$ cat config.mk
export PLATFORM = sky130hd
export DESIGN_NAME = axi_rr_burst_arbiter
export DESIGN_NICKNAME = d
export VERILOG_FILES = /design/src/rtl/axi_arb_pkg.sv /design/src/rtl/axi_rr_pointer.sv /design/src/rtl/axi_rr_burst_arbiter.sv
export SDC_FILE = /design/constraint.sdc
export NUM_CORES = 1
export LEC_CHECK = 0
export BUFFER_PORTS_ARGS = -buffer_cell sky130_fd_sc_hd__buf_2
export CORE_ASPECT_RATIO = 0.5
export CORE_UTILIZATION = 38
export DETAILED_ROUTE_END_ITERATION = 10
export GPL_TIMING_DRIVEN = 1
export PLACE_DENSITY = 0.95
export SYNTH_ARGS = -nofsm -noshare
export SYNTH_HDL_FRONTEND = slang
export SYNTH_SLANG_ARGS = --single-unit
$ cat constraint.sdc
create_clock -name clk -period 5.6 [get_ports clk]
set_clock_uncertainty 0.2 [all_clocks]
set_input_delay 0.84 -clock clk [delete_from_list [all_inputs] [get_ports clk]]
set_output_delay 0.84 -clock clk [all_outputs]
set_load 0.005 [all_outputs]
$ cat src/rtl/axi_arb_pkg.sv
// Shared types and round-robin helpers for the burst arbiter.
// Helpers take the requester count explicitly so one package serves any N_REQ up to MAX_REQ.
package axi_arb_pkg;

    typedef enum logic {ARB = 1'b0, LOCK = 1'b1} arb_state_e;

    localparam int MAX_REQ = 32;

    function automatic int rr_next(input int ptr, input int n);
        return (ptr < n - 1) ? ptr + 1 : 0;
    endfunction

    // First valid index scanning ptr, ptr+1, ... mod n; ptr itself when nothing is valid.
    function automatic int rr_pick(input logic [MAX_REQ-1:0] valid, input int ptr, input int n);
        int   pick;
        int   idx;
        logic found;
        pick  = ptr;
        found = 1'b0;
        for (int i = 0; i < MAX_REQ; i++) begin
            if (i < n && !found) begin
                idx = ptr + i;
                if (idx >= n) idx = idx - n;
                if (valid[idx[4:0]]) begin
                    pick  = idx;
                    found = 1'b1;
                end
            end
        end
        return pick;
    endfunction

endpackage

$ cat src/rtl/axi_rr_pointer.sv
// Round-robin priority pointer: loads next(cur) when adv is set, one-cycle update.
// No backpressure of its own; the owner decides when a transfer counts.
module axi_rr_pointer
    import axi_arb_pkg::*;
#(
    parameter int N_REQ = 4,
    parameter int ID_W  = $clog2(N_REQ)
) (
    input  logic            clk,
    input  logic            rst,
    input  logic            adv,
    input  logic [ID_W-1:0] cur,
    output logic [ID_W-1:0] ptr
);

    always_ff @(posedge clk) begin
        if (rst) begin
            ptr <= '0;
        end else if (adv) begin
            ptr <= ID_W'(rr_next(int'(cur), N_REQ));
        end
    end

endmodule

$ cat src/rtl/axi_rr_burst_arbiter.sv
// N-to-1 round-robin valid/ready arbiter, zero-latency mux; grant held across stalls and, with
// AXI_RR_BURST_LOCK_EN defined, across whole bursts (first beat through last).
module axi_rr_burst_arbiter
    import axi_arb_pkg::*;
#(
    parameter int N_REQ  = 4,
    parameter int ID_W   = $clog2(N_REQ),
    parameter int DATA_W = 32
) (
    input  logic                    clk,
    input  logic                    rst,
    input  logic [N_REQ-1:0]        req_valid_i,
    input  logic [N_REQ*DATA_W-1:0] req_data_i,
    input  logic [N_REQ-1:0]        req_last_i,
    output logic [N_REQ-1:0]        req_ready_o,
    output logic                    out_valid_o,
    output logic [DATA_W-1:0]       out_data_o,
    output logic                    out_last_o,
    output logic [ID_W-1:0]         out_id_o,
    input  logic                    out_ready_i,
    output logic [ID_W-1:0]         rr_ptr_o
);

    logic [ID_W-1:0] rr_ptr;
    logic [ID_W-1:0] sel;
    logic [ID_W-1:0] hold_id;
    logic            hold_vld;
    logic            hs;
    logic            adv;
    logic            arb_state;

`ifdef AXI_RR_BURST_LOCK_EN
    arb_state_e      state;
    logic [ID_W-1:0] lock_id;
    assign arb_state = (state == ARB);
`else
    assign arb_state = 1'b1;
`endif

    always_comb begin
        sel = ID_W'(rr_pick(MAX_REQ'(req_valid_i), int'(rr_ptr), N_REQ));
`ifdef AXI_RR_BURST_LOCK_EN
        if (state == LOCK)  sel = lock_id;
        else if (hold_vld)  sel = hold_id;
`else
        if (hold_vld)       sel = hold_id;
`endif
    end

    always_comb begin
        out_valid_o = 1'b0;
        out_data_o  = '0;
        out_last_o  = 1'b0;
        req_ready_o = '0;
        for (int k = 0; k < N_REQ; k++) begin
            if (sel == ID_W'(k)) begin
                out_valid_o    = req_valid_i[k];
                out_data_o     = req_valid_i[k] ? req_data_i[k*DATA_W +: DATA_W] : '0;
                out_last_o     = req_valid_i[k] & req_last_i[k];
                req_ready_o[k] = out_ready_i;
            end
        end
    end

    assign out_id_o = sel;
    assign hs       = out_valid_o & out_ready_i;
    assign rr_ptr_o = rr_ptr;

    // Inside a burst sel is lock_id, so next(sel) covers both the ARB and LOCK advance cases.
`ifdef AXI_RR_BURST_LOCK_EN
    assign adv = hs & out_last_o;
`else
    assign adv = hs;
`endif

    always_ff @(posedge clk) begin
        if (rst) begin
            hold_vld <= 1'b0;
            hold_id  <= '0;
`ifdef AXI_RR_BURST_LOCK_EN
            state    <= ARB;
            lock_id  <= '0;
`endif
        end else begin
            if (hs) begin
                hold_vld <= 1'b0;
            end else if (out_valid_o && !out_ready_i && arb_state) begin
                hold_vld <= 1'b1;
                hold_id  <= sel;
            end
`ifdef AXI_RR_BURST_LOCK_EN
            case (state)
                ARB: if (hs && !out_last_o) begin
                    state   <= LOCK;
                    lock_id <= sel;
                end
                LOCK: if (hs && out_last_o) state <= ARB;
                default: state <= ARB;
            endcase
`endif
        end
    end

    axi_rr_pointer #(
        .N_REQ (N_REQ),
        .ID_W  (ID_W)
    ) u_ptr (
        .clk (clk),
        .rst (rst),
        .adv (adv),
        .cur (sel),
        .ptr (rr_ptr)
    );

endmodule

# Word-level counts from Yosys, hierarchy flattened
# Index checks and enable logic that the tools add are counted.
# op_classes
n_addsub	8
n_reduce_logical	5
mux	49
order_cmp	9
eq_ne	3
bitwise	6
# op_table
operator	count
32-bit two-way mux	8
5-bit two-way mux	7
5-bit by 6-bit less-than comparator with 1-bit output, second input constant	4
1-bit two-way mux	21
1-bit binary-select mux with 5-bit select	4
2-bit two-way mux	9
3-bit by 3-bit subtractor with 4-bit output, second input constant	3
3-bit greater-or-equal comparator, second input constant	3
2-bit by 2-bit adder with 3-bit output, second input constant	2
1-bit AND	5
2-bit == test, second input constant	2
2-bit by 3-bit subtractor with 4-bit output, second input constant	1
2-bit by 1-bit adder with 3-bit output, second input constant	1
2-bit by 3-bit greater-or-equal comparator with 1-bit output, second input constant	1
2-bit by 1-bit adder with 2-bit output, second input constant	1
2-bit by 1-bit == test with 1-bit output, second input constant	1
2-bit zero test	1
2-bit less-than comparator, second input constant	1
2-bit AND reduction	1
2-bit OR reduction	1
1-bit logical AND	1
1-bit zero test	1
1-bit inverter	1
# totals
wordCells	83
reg_bits	5

# Longest topological paths before layout
# depth
word_depth	29
ltp_mapped	18
depth_no_buf	16

# Modules after synthesis
# A second synthesis with hierarchy kept.
# hier_totals
cells_unflattened	190
area_unflattened_um2	1386.3
# by_module_without_submodules
mod	instances	cells_each	seq_area_each_um2	area_per_inst_um2
axi_rr_burst_arbiter	1	182	60.1	1297.5
axi_rr_pointer	1	8	40.0	88.8

# Least setup slack after synthesis
# OpenSTA, ideal clock, no wires.
# synth_timing
path_type	register -> output
start	reg u_ptr.ptr[0]
end	out out_data_o[0]
path_stages_with_launch	18
arrival_time_ns	3.366
n_path_buf	3
slack_ns	1.194
path_cell_list	dfxtp_1 inv_1 ha_1 buf_6 mux2_4 o22ai_2 nand3b_2 o21ai_2 xnor2_1 o21ai_0 ha_1 and2_1 clkbuf_1 clkbuf_1 a22oi_1 nor2_1 a21oi_1 o21ai_0
# synth_between
elab_chain_cells	18
# synth_rtl
item	line_no	text
from (decl)	axi_rr_pointer.sv:13	output logic [ID_W-1:0] ptr
from (signal assigned)	axi_rr_pointer.sv:20	ptr <= ID_W'(rr_next(int'(cur), N_REQ));
2-bit by 1-bit adder with 3-bit output	axi_arb_pkg.sv:22	idx = ptr + i;
3-bit by 3-bit subtractor with 4-bit output / 3-bit greater-or-equal comparator (equally long branches)	axi_arb_pkg.sv:23	if (idx >= n) idx = idx - n;
5-bit two-way mux	axi_arb_pkg.sv:23	
5-bit two-way mux	axi_arb_pkg.sv:21	if (i < n && !found) begin
1-bit binary-select mux with 5-bit select	axi_arb_pkg.sv:24	if (valid[idx[4:0]]) begin
1-bit two-way mux (not written as such)	axi_arb_pkg.sv:24	
2-bit two-way mux	axi_arb_pkg.sv:24	
2-bit two-way mux	axi_arb_pkg.sv:21	
2-bit two-way mux	axi_arb_pkg.sv:24	
2-bit two-way mux	axi_arb_pkg.sv:21	
2-bit two-way mux	axi_arb_pkg.sv:24	
2-bit two-way mux (*)	axi_arb_pkg.sv:21	
2-bit two-way mux (*)	axi_rr_burst_arbiter.sv:46	if (hold_vld) sel = hold_id;
net out_id_o[0]	axi_rr_burst_arbiter.sv:19	output logic [ID_W-1:0] out_id_o,
2-bit zero test	axi_rr_burst_arbiter.sv:56	if (sel == ID_W'(k)) begin
32-bit two-way mux (3 in series)	axi_rr_burst_arbiter.sv:56	
32-bit two-way mux (*)	axi_rr_burst_arbiter.sv:56	
to (decl)	axi_rr_burst_arbiter.sv:17	output logic [DATA_W-1:0] out_data_o,
# Mark *: on every way through the listed nets, which the timed path passes. The rest lies on a longest branch. The select of a mux whose other input is x is not followed.

# Worst setup path after layout
# layout_timing
start	reg u_ptr.ptr[1]
end	out out_data_o[18]
# layout_between
elab_chain_cells	18
# layout_rtl
item	line_no
2-bit by 1-bit adder with 3-bit output	axi_arb_pkg.sv:22
3-bit by 3-bit subtractor with 4-bit output / 3-bit greater-or-equal comparator (equally long branches)	axi_arb_pkg.sv:23
5-bit two-way mux	axi_arb_pkg.sv:23
5-bit two-way mux	axi_arb_pkg.sv:21
1-bit binary-select mux with 5-bit select	axi_arb_pkg.sv:24
1-bit two-way mux (not written as such)	axi_arb_pkg.sv:24
2-bit two-way mux	axi_arb_pkg.sv:24
2-bit two-way mux	axi_arb_pkg.sv:21
2-bit two-way mux	axi_arb_pkg.sv:24
2-bit two-way mux	axi_arb_pkg.sv:21
2-bit two-way mux	axi_arb_pkg.sv:24
2-bit two-way mux (*)	axi_arb_pkg.sv:21
2-bit two-way mux (*)	axi_rr_burst_arbiter.sv:46
2-bit zero test	axi_rr_burst_arbiter.sv:56
32-bit two-way mux (3 in series)	axi_rr_burst_arbiter.sv:56
32-bit two-way mux (*)	axi_rr_burst_arbiter.sv:56
# Every way passes the cells marked *; elsewhere a longest branch is shown, timed or not. The select of a mux whose other input is x is not followed.

==> impl_metrics.env <==
export IMPL_status="complete, no violations"
export IMPL_slew_headroom_pct=64.04
export IMPL_cts_root_buf="clkbuf_8"
export IMPL_cts_setup_buffers=0
export IMPL_synth_area_top_cells="a22oi_1 17%, o21ai_0 11%, a21oi_1 10%"
export IMPL_crit_arrival_ps=4090
export IMPL_drv_cap=0
export IMPL_drive_gt1_share_pct=45.29
export IMPL_worstSkewPairLatency_ps=230
export IMPL_ctsResizeCount=0
export IMPL_syn2layout_area_growth_pct=61.79
export IMPL_gpl_final_weighted_congestion=0.8262
export IMPL_critPathKind="reg2out"
export IMPL_p_per_area_nw_per_um2=633.4
export IMPL_antenna_found_initial=0
export IMPL_multi_input_area_sq_um=1400
export IMPL_worst_pin_slew_ps=539.4
export IMPL_start_util_pct=40.56
export IMPL_seqCellArea_sq_um=100.1
export IMPL_grt_first_pass_wirelength_um=9528
export IMPL_core_region_area_sq_um=4004
export IMPL_hold_viol=0
export IMPL_placed_cell_area_sq_um=2582
export IMPL_hold_depth=2
export IMPL_row_count=16
export IMPL_syn_inst=276
export IMPL_cts_clk_slew_worst_paths_ps=40
export IMPL_postRouteAntennaNets=0
export IMPL_syn_area_sq_um=1624
export IMPL_dpl_hpwl_um=5459
export IMPL_diodes=0
export IMPL_final_nets=595
export IMPL_vias_per_cell=5.344
export IMPL_wirelength_um=6763
export IMPL_r2r_setup_slack_ps=1090
export IMPL_drtIter0Drc=163
export IMPL_die_w_um=94.46
export IMPL_yosys_register_bits=5
export IMPL_final_cells=500
export IMPL_grt_overflow_total=0
export IMPL_stdcell_area_sq_um=2628
export IMPL_syn_area_per_cell_sq_um=5.884
export IMPL_cts_tree="built"
export IMPL_cts_made_buffers=3
export IMPL_p_leak_nw=1.380
export IMPL_place_inst=496
export IMPL_reg2reg_depth=17
export IMPL_route_detailed_wl_per_inst_um=13.53
export IMPL_synth_top_area_cell="a22oi_1"
export IMPL_drc=0
export IMPL_end_kind="primary output"
export IMPL_cp_start_kind="flop"
export IMPL_grt_setup_unrepaired="false"
export IMPL_grt_pass1_vias=2065
export IMPL_clock_sinks=5
export IMPL_synth_cell_type_count=38
export IMPL_peakVddDrop_uv=267.3
export IMPL_setup_tns_ps=0
export IMPL_grt_max_degree=37
export IMPL_yosysTopAreaCellShare_pct=16.64
export IMPL_setup_viol=0
export IMPL_vias=2672
export IMPL_yosys_warnings=0
export IMPL_fillCellCount=368
export IMPL_port_buffers=180
export IMPL_hp_class="reg2reg"
export IMPL_grt_usage_pct=26.71
export IMPL_synthesis_nets=424
export IMPL_dieArea_sq_um=4555
export IMPL_drtPass1Iterations=5
export IMPL_cts_hold_buf=0
export IMPL_die_height_um=48.23
export IMPL_clockBufferDepth=2
export IMPL_ys_seq_area_share_pct=6.163
export IMPL_max_freq_mhz=194.9
export IMPL_io_pins=181
export IMPL_drv_slew=0
export IMPL_critPathMaxFanout=11
export IMPL_h_tree_depth=1
export IMPL_critPathRequiredTime_ps=4560
export IMPL_fin_crit_sh_pct=91.61
export IMPL_min_period_ps=5130
-- cells by family (layout without fill, tap and decap cells) --
family | after synthesis | count (layout) | synth area share, %
buf+inv | 30 | 200 | 7.781
simple gates | 104 | 104 | 28.27
xor+xnor | 1 | 1 | 0.5394
mux | 10 | 10 | 6.471
flops | 5 | 5 | 6.164
fa+ha+maj | 9 | 9 | 6.934
compound gates | 117 | 117 | 43.84
-- stage by stage --
stage / hold slack [ps] / setup WS, ps / power, mW / utilization [%]
3_3_place_gp: 288.5 / 936.0 / 1.553 / 64.50
6_report: 303.7 / 470.0 / 1.664 / 65.63
5_1_grt: 323.8 / 113.6 / 1.886 / 65.63
4_1_cts: 299.1 / 511.1 / 1.655 / 65.63
2_1_floorplan: 267.5 / 1194 / 1.048 / -
3_5_place_dp: 293.4 / 761.6 / 1.578 / 64.50
-- synth_stat cells --
cell type,count
a21oi_1,34
buf_1,3
and3b_1,1
o221ai_1,1
or3b_2,1
nand3b_2,1
o21ai_0,36
o22ai_2,1
nor3_1,3
inv_2,1
mux2i_1,9
ha_1,9
or4_1,1
clkbuf_1,18
buf_2,2
and2_1,7
a22o_1,1
o21ai_2,1
mux2_4,1
inv_1,4
a31oi_1,2
nor2_1,42
a311oi_1,1
xnor2_1,1
dfxtp_1,5
buf_6,1
nor2b_1,3
buf_4,1
nand3b_1,1
nor4_1,1
a221oi_1,1
o32ai_1,1
o21a_1,1
o22ai_1,1
nand2b_1,4
a22oi_1,36
nand2_1,38
nor2_2,1
-- cells in the final DEF (no fill, tap or decap) --
cell / netlist / layout
a21oi_1: 34 / 34
a221oi_1: 1 / 1
a22o_1: 1 / 1
a22oi_1: 36 / 36
a311oi_1: 1 / 1
a31oi_1: 2 / 2
and2_1: 7 / 7
and3b_1: 1 / 1
buf_12: 0 / 1
buf_2: 2 / 180
buf_4: 1 / 10
clkbuf_1: 18 / 1
clkbuf_8: 0 / 3
dfxtp_1: 5 / 5
ha_1: 9 / 9
inv_1: 4 / 4
inv_2: 1 / 1
mux2_4: 1 / 1
mux2i_1: 9 / 9
nand2_1: 38 / 38
nand2b_1: 4 / 4
nand3b_1: 1 / 1
nand3b_2: 1 / 1
nor2_1: 42 / 41
nor2_2: 1 / 2
nor2b_1: 3 / 3
nor3_1: 3 / 3
nor4_1: 1 / 1
o21a_1: 1 / 1
o21ai_0: 36 / 36
o21ai_2: 1 / 1
o221ai_1: 1 / 1
o22ai_1: 1 / 1
o22ai_2: 1 / 1
o32ai_1: 1 / 1
or3b_2: 1 / 1
or4_1: 1 / 1
xnor2_1: 1 / 1
-- report_power, final --
part           internal [mW]  leakage [nW]  total (mW)  switching (mW)
Clock                 0.0491        0.0228      0.0691          0.0201
Combinational          0.673          1.32        1.53           0.855
Sequential            0.0506        0.0410      0.0675          0.0170
Total                  0.772          1.38        1.66           0.892
-- final timing paths --
kind	startpoint	to
hold / removal	hold_id[0]	hold_id[0]
setup / recovery	u_ptr.ptr[1]	out_data_o[18]
setup reg to reg	u_ptr.ptr[1]	u_ptr.ptr[0]
hold reg to reg	hold_id[0]	hold_id[0]
-- layer usage --
| layer | share of wire, % | vias up | track usage, % | wire, um |
|---|---|---|---|---|
| met5 | 0 | - | 0 | 0 |
| met4 | 0.93 | 0 | 8.485 | 63 |
| met3 | 6.8 | 8 | 2.492 | 460 |
| met2 | 50 | 127 | 44.35 | 3367 |
| met1 | 42 | 1206 | 37.72 | 2872 |
| li1 | - | 1331 | - | - |
-- cell type report --
| class | instances | share of cell area (%) |
|---|---|---|
| tap | 54 | 2.571 |
| clock buffer | 4 | 1.714 |
| sequential | 5 | 3.810 |
| inverter | 5 | 0.7143 |
| multi-input combinational | 241 | 53.29 |
| timing repair buffer | 191 | 37.90 |
-- flip-flops by register name (all words and copies together) (netlist names) --
signal,count
hold_id,2
u_ptr.ptr,2
hold_vld,1
-- worst max-delay path, cell delays in order, from the launching register on --
cell	delay, ps
dfxtp_1	480
inv_1	150
ha_1	470
mux2i_1	120
nor3_1	310
nor2_2	130
o21ai_2	220
xnor2_1	130
o21ai_0	320
ha_1	300
and2_1	390
buf_4	250
a22oi_1	80
nor2_1	100
a21oi_1	60
o21ai_0	200
buf_2	150
Note: power is estimated with default switching activity, not from simulation.
